`config.mk`:
```
export PLATFORM = sky130hd
export DESIGN_NAME = dac_frame_sequencer
export DESIGN_NICKNAME = d
export VERILOG_FILES = /design/src/rtl/hr_pkg.sv /design/src/rtl/dac_bit_timer.sv /design/src/rtl/dac_frame_sequencer.sv
export SDC_FILE = /design/constraint.sdc
export NUM_CORES = 1
export LEC_CHECK = 0
export BUFFER_PORTS_ARGS = -buffer_cell sky130_fd_sc_hd__buf_2
export CAP_MARGIN = 15
export CORE_MARGIN = 1
export CORE_UTILIZATION = 45
export CTS_BUF_LIST = sky130_fd_sc_hd__clkbuf_16
export CTS_CLUSTER_DIAMETER = 60
export DETAILED_ROUTE_END_ITERATION = 10
export GPL_TIMING_DRIVEN = 0
export PLACE_DENSITY_LB_ADDON = 0.3
export SYNTH_ARGS = -nofsm -noshare
export SYNTH_HDL_FRONTEND = slang
export SYNTH_SLANG_ARGS = --single-unit
```
`constraint.sdc`:
```
create_clock -name clk -period 2 [get_ports clk]
set_input_delay 0.3 -clock clk [delete_from_list [all_inputs] [get_ports clk]]
set_output_delay 0.3 -clock clk [all_outputs]
set_load 0.01 [all_outputs]
```
`src/rtl/hr_pkg.sv`:
```
// hr_pkg: sequencer states and serial DAC word layout shared by the heart-rate chain.
package hr_pkg;
    typedef enum logic [1:0] {IDLE, WAIT_FILT, SHIFT, LOAD} state_t;
    localparam int DAC_WORD_W = 11;
    localparam logic [1:0] DAC_CH_A = 2'b00;
    localparam logic [1:0] DAC_CH_B = 2'b01;
    localparam logic DAC_RNG = 1'b0;
    function automatic logic [DAC_WORD_W-1:0] dac_word(input logic [1:0] ch, input logic [7:0] code);
        return {ch, DAC_RNG, code};
    endfunction
endpackage

```
`src/rtl/dac_bit_timer.sv`:
```
// dac_bit_timer: counts CLK_DIV cycles and ticks on the last cycle of each dac_clk half-period.
module dac_bit_timer #(
    parameter int CLK_DIV = 4
) (
    input  logic clk,
    input  logic reset,
    input  logic clr,
    output logic tick
);
    logic [7:0] cnt_q, cnt_d;
    always_comb begin
        tick  = cnt_q == 8'(CLK_DIV - 1);
        cnt_d = (clr || tick) ? 8'd0 : cnt_q + 8'd1;
    end
    always_ff @(posedge clk) begin
        if (!reset) cnt_q <= 8'd0;
        else        cnt_q <= cnt_d;
    end
endmodule

```
`src/rtl/dac_frame_sequencer.sv`:
```
// dac_frame_sequencer: per-sample FIR start, peak strobe and serial DAC frame.
// Define DAC_DUAL_CH_EN to follow each channel A word with the raw sample on channel B.
module dac_frame_sequencer
    import hr_pkg::*;
#(
    parameter int DATA_W       = 10,
    parameter int CLK_DIV      = 4,
    parameter int FILT_TIMEOUT = 64
) (
    input  logic              clk,
    input  logic              reset,
    input  logic              sample_valid,
    input  logic [DATA_W-1:0] sample,
    output logic              filt_start,
    input  logic              filt_done,
    input  logic [DATA_W-1:0] filt_data,
    output logic              peak_en,
    output logic              dac_data,
    output logic              dac_clk,
    output logic              dac_load,
    output logic              dac_ldac,
    output logic              busy,
    output logic              overrun,
    output logic              filt_timeout
);
    localparam int TW = $clog2(FILT_TIMEOUT + 1);
    state_t state_q, state_d;
    logic [DATA_W-1:0] raw_q, raw_d, filt_q, filt_d;
    logic [TW-1:0] wait_q, wait_d;
    logic [3:0] bit_q, bit_d, nxt_idx;
    logic low_q, low_d;
    logic filt_start_q, filt_start_d, peak_en_q, peak_en_d;
    logic dac_data_q, dac_data_d, dac_clk_q, dac_clk_d, dac_load_q, dac_load_d;
    logic busy_q, busy_d, overrun_q, overrun_d, filt_timeout_q, filt_timeout_d;
    logic tick, tmr_clr, accept, ch_b_q, unused_lsbs;
    logic [DAC_WORD_W-1:0] word;
`ifdef DAC_DUAL_CH_EN
    logic ch_b_d;
    always_ff @(posedge clk) begin
        if (!reset) ch_b_q <= 1'b0;
        else        ch_b_q <= ch_b_d;
    end
`else
    assign ch_b_q = 1'b0;
`endif
    dac_bit_timer #(.CLK_DIV(CLK_DIV)) u_timer (
        .clk   (clk),
        .reset (reset),
        .clr   (tmr_clr),
        .tick  (tick)
    );
    // Word bits are picked straight out of the latched samples, which stay put for the frame.
    assign word    = ch_b_q ? dac_word(DAC_CH_B, raw_q[DATA_W-1 -: 8]) : dac_word(DAC_CH_A, filt_q[DATA_W-1 -: 8]);
    assign nxt_idx = 4'(DAC_WORD_W - 2) - bit_q;
    assign unused_lsbs = ^{raw_q, filt_q};
    always_comb begin
        state_d        = state_q;
        raw_d          = raw_q;
        filt_d         = filt_q;
        wait_d         = '0;
        bit_d          = bit_q;
        low_d          = low_q;
        filt_start_d   = 1'b0;
        peak_en_d      = 1'b0;
        dac_data_d     = dac_data_q;
        dac_clk_d      = dac_clk_q;
        dac_load_d     = 1'b1;
        filt_timeout_d = 1'b0;
        tmr_clr        = 1'b0;
        accept         = 1'b0;
`ifdef DAC_DUAL_CH_EN
        ch_b_d         = ch_b_q;
`endif
        case (state_q)
            IDLE: accept = sample_valid;
            WAIT_FILT: begin
                wait_d = wait_q + 1'b1;
                if (filt_done) begin
                    filt_d     = filt_data;
                    peak_en_d  = 1'b1;
                    state_d    = SHIFT;
                    bit_d      = 4'd0;
                    low_d      = 1'b0;
                    dac_clk_d  = 1'b1;
                    dac_data_d = DAC_CH_A[1];
                    tmr_clr    = 1'b1;
`ifdef DAC_DUAL_CH_EN
                    ch_b_d     = 1'b0;
`endif
                end else if (wait_q == TW'(FILT_TIMEOUT - 1)) begin
                    filt_timeout_d = 1'b1;
                    state_d        = IDLE;
                end
            end
            SHIFT: begin
                if (tick && !low_q) begin
                    dac_clk_d = 1'b0;
                    low_d     = 1'b1;
                end else if (tick && bit_q == 4'(DAC_WORD_W - 1)) begin
                    state_d    = LOAD;
                    dac_load_d = 1'b0;
                    dac_data_d = 1'b0;
                    tmr_clr    = 1'b1;
                end else if (tick) begin
                    bit_d      = bit_q + 4'd1;
                    low_d      = 1'b0;
                    dac_clk_d  = 1'b1;
                    dac_data_d = word[nxt_idx];
                end
            end
            LOAD: begin
                dac_load_d = tick;
                if (tick) begin
`ifdef DAC_DUAL_CH_EN
                    if (!ch_b_q) begin
                        state_d    = SHIFT;
                        ch_b_d     = 1'b1;
                        bit_d      = 4'd0;
                        low_d      = 1'b0;
                        dac_clk_d  = 1'b1;
                        dac_data_d = DAC_CH_B[1];
                        tmr_clr    = 1'b1;
                    end else begin
                        state_d = IDLE;
                        accept  = sample_valid;
                    end
`else
                    state_d = IDLE;
                    accept  = sample_valid;
`endif
                end
            end
        endcase
        if (accept) begin
            raw_d        = sample;
            filt_start_d = 1'b1;
            state_d      = WAIT_FILT;
        end
        overrun_d = sample_valid && state_q != IDLE && !accept;
        busy_d    = state_d != IDLE;
    end
    always_ff @(posedge clk) begin
        if (!reset) begin
            state_q        <= IDLE;
            raw_q          <= '0;
            filt_q         <= '0;
            wait_q         <= '0;
            bit_q          <= 4'd0;
            low_q          <= 1'b0;
            filt_start_q   <= 1'b0;
            peak_en_q      <= 1'b0;
            dac_data_q     <= 1'b0;
            dac_clk_q      <= 1'b0;
            dac_load_q     <= 1'b1;
            busy_q         <= 1'b0;
            overrun_q      <= 1'b0;
            filt_timeout_q <= 1'b0;
        end else begin
            state_q        <= state_d;
            raw_q          <= raw_d;
            filt_q         <= filt_d;
            wait_q         <= wait_d;
            bit_q          <= bit_d;
            low_q          <= low_d;
            filt_start_q   <= filt_start_d;
            peak_en_q      <= peak_en_d;
            dac_data_q     <= dac_data_d;
            dac_clk_q      <= dac_clk_d;
            dac_load_q     <= dac_load_d;
            busy_q         <= busy_d;
            overrun_q      <= overrun_d;
            filt_timeout_q <= filt_timeout_d;
        end
    end
    assign filt_start   = filt_start_q;
    assign peak_en      = peak_en_q;
    assign dac_data     = dac_data_q;
    assign dac_clk      = dac_clk_q;
    assign dac_load     = dac_load_q;
    assign dac_ldac     = 1'b0;
    assign busy         = busy_q;
    assign overrun      = overrun_q;
    assign filt_timeout = filt_timeout_q;
endmodule

```
==> out/qor.yml <==
numClockSinks: 38
antenna_left: 0
area_delta_synth_final_pct: 19.75
viasPerCell: 5.558
fin_nets: 268
post-route-util_pct: 57.75
outcome: "finished clean"
cts_tree: "yes"
ys.flop_type: "dfxtp_1"
synth_cells: 205
dpl-instance-area_mm2: 0.001956
cp.arrival_ps: 2080
power.share.switching_pct: 29.61
intPower_w: 0.001478
yosysTopAreaCell: "dfxtp_1"
cp_max_fo: 10
grt_use_total_pct: 19.57
max_freq_mhz: 518.9
cts_max_level: 2
drc: 0
first_pass_iters: 4
port_buffers: 18
synth_compound_area_share_pct: 15.04
overflow: 0
dp_hpwl_um: 2582
synth_edf_count: 0
detail_route.wl_per_cell_um: 13.27
die_h_um: 65.34
cts_made_buffers: 5
gp_congestion: 0.8321
synth_top_family_by_area: "simple AND/OR/NAND/NOR gates"
clock_latency_ps: 280
comb_power_share_pct: 22.3
startpoint_type: "flip-flop"
yosys_warnings: 0
p_leak_nw: 0.8360
yosysSeqAreaShare_pct: 42.13
synth.area.mux_share_pct: 2.356
fin_worst_skew_ps: 4.433
ys_top_cells_by_area: "dfxtp_1, ha_1, nand2_1"
start_util_pct: 48.23
n_fill_cell: 370
crit_type: "flip-flop to flip-flop"
ir_worst_vdd_mv: 0.6237
top_level_ports: 33
synth_area_mm2: 0.001805
setup_viol: 0
die_w_um: 65.34
required_ps: 2150
cts_hold_buffers: 0
post-route-min-period_ps: 1927
drtIter0Drc: 93
final_layout_size_suffix_gt1_share_pct: 18.72
synthXorXnorAreaFrac_pct: 4.851
cp_slowest_cell: "a2111oi_2"
yosys.area.top_type_share_pct: 42.13
cp_num_buf_inv: 2
worst_setup_path_end_kind: "flip-flop"
p_per_area_mw_per_mm2: 971.0
wl_um: 3756
fin_setup_tns_ps: 0
pwr-share-seq_pct: 42.6
critPathTopFamily: "compound AO/OA/AOI/OAI gates"
synth_nets: 239
synthAdderAreaFrac_pct: 6.930
hold_viol_final: 0
async_flop_share_pct: 0
grt_pass1_vias: 1435
cts-root-buf: "clkbuf_16"
p_switching_w: 0.0006215
grt_pass1_wl_um: 6279
grt_max_degree: 12
synth_area_per_cell_um2: 8.807
cap_violations: 0
ys_types: 47
antenna_found_initial: 0
max_stage_delay_ps: 490
clockBufferDepth: 2
yosys.area_share.simple_pct: 24.74
diodes: 0
die_area_mm2: 0.004269
final_max_slew_viol_count: 0
min_period_over_period_pct: 96.35
rows: 22
crit_path_cell_trace: "inv_1 > ha_1 > clkbuf_2 > nand2_1 > o31ai_1 > a2111oi_2 > a31oi_1"
core_mm2: 0.003744
hp-class: "primary input to flip-flop"
pwr-share-clk_pct: 35.1
layout_common_cells: "dfxtp_1, nand2_1, a21oi_1, buf_2, nor2_1"
clkTransAtPathRegs_ps: 50
final_common_cell: "dfxtp_1"
holdWs_ps: 253.9
design_area_mm2: 0.002162
ys_seq_elements: 38
dr_total_vias: 1573
kinds of logic after synthesis:
logic type,Yosys count
compound gates,42
flops,38
buf+inv,17
other cells,1
mux,3
xor+xnor,10
simple gates,84
fa+ha+maj,10
path summary, 6_finish.rpt:
kind	from	end	slack, ps	cells after the start
setup / recovery	state_q[0]	busy	70	7
hold / removal	filt_done	filt_timeout	250	2
setup reg to reg	state_q[0]	busy	70	7
hold reg to reg	wait_q[0]	wait_q[0]	450	1
area by class of cell:
cell class | count | area [um^2] | area share (%)
clock buffers | 5 | 125.1 | 5.787
plain buffers | 6 | 28.78 | 1.331
multi-input cells | 150 | 1008 | 46.64
flip-flops and latches | 38 | 762.0 | 35.24
well taps | 48 | 60.06 | 2.778
repair buffers | 23 | 127.6 | 5.903
clock inverters | 3 | 12.51 | 0.5787
inverters | 10 | 37.54 | 1.736
power by group through the flow:
stage	registers (W)	logic, W	clock network, W
after floorplan	0.000917	0.000292	0
after global placement	0.000907	0.000416	0
after detailed placement	0.000909	0.000422	0
after CTS	0.000893	0.000436	0.000759
after global routing	0.000905	0.000517	0.000796
final	0.000894	0.000468	0.000737
cell usage after synthesis, types with 2 or more instances:
library cell	n
o21a_1	2
nor4b_1	2
and3_1	3
nand3_1	7
inv_1	9
nor3_1	2
and4_1	3
mux2i_1	2
nor2b_1	2
and2_1	3
ha_1	10
nand4_1	2
nor2_1	16
xor2_1	6
o221ai_1	3
nand3b_1	4
a21oi_1	18
o21ai_0	3
clkbuf_1	6
xnor2_1	4
o31ai_1	2
nand2_1	30
a31oi_1	5
dfxtp_1	38
layer usage:
metal | track usage (%) | vias to the layer above | wire length, um
met5 | 0 | - | 0
met4 | 8.424 | 0 | 69
met3 | 5.729 | 8 | 200
met2 | 30.93 | 46 | 1681
met1 | 24.62 | 738 | 1805
li1 | - | 781 | -
repair_timing:
item,in CTS,in global routing
pin swaps,0,1
endpoints found under the setup margin,2,18
buffers inserted,0,5
gates resized for setup,2,9
state kept, by name, indices dropped and copies added, names as in the netlist, 2 cells and up:
signal / flops
bit_q: 4
filt_q: 8
state_q: 2
u_timer.cnt_q: 8
wait_q: 7
per-stage QoR:
stage                     worst slack [ps]  total power [W]  cells
after global routing                -4.281         0.002219    283
after global placement              -135.5         0.001322    271
after detailed placement            -167.0         0.001331    271
after CTS                            18.89         0.002088    279
after floorplan                      245.4         0.001208    205
final                                72.94         0.002099    283
Power figures use the tool's default switching activity.
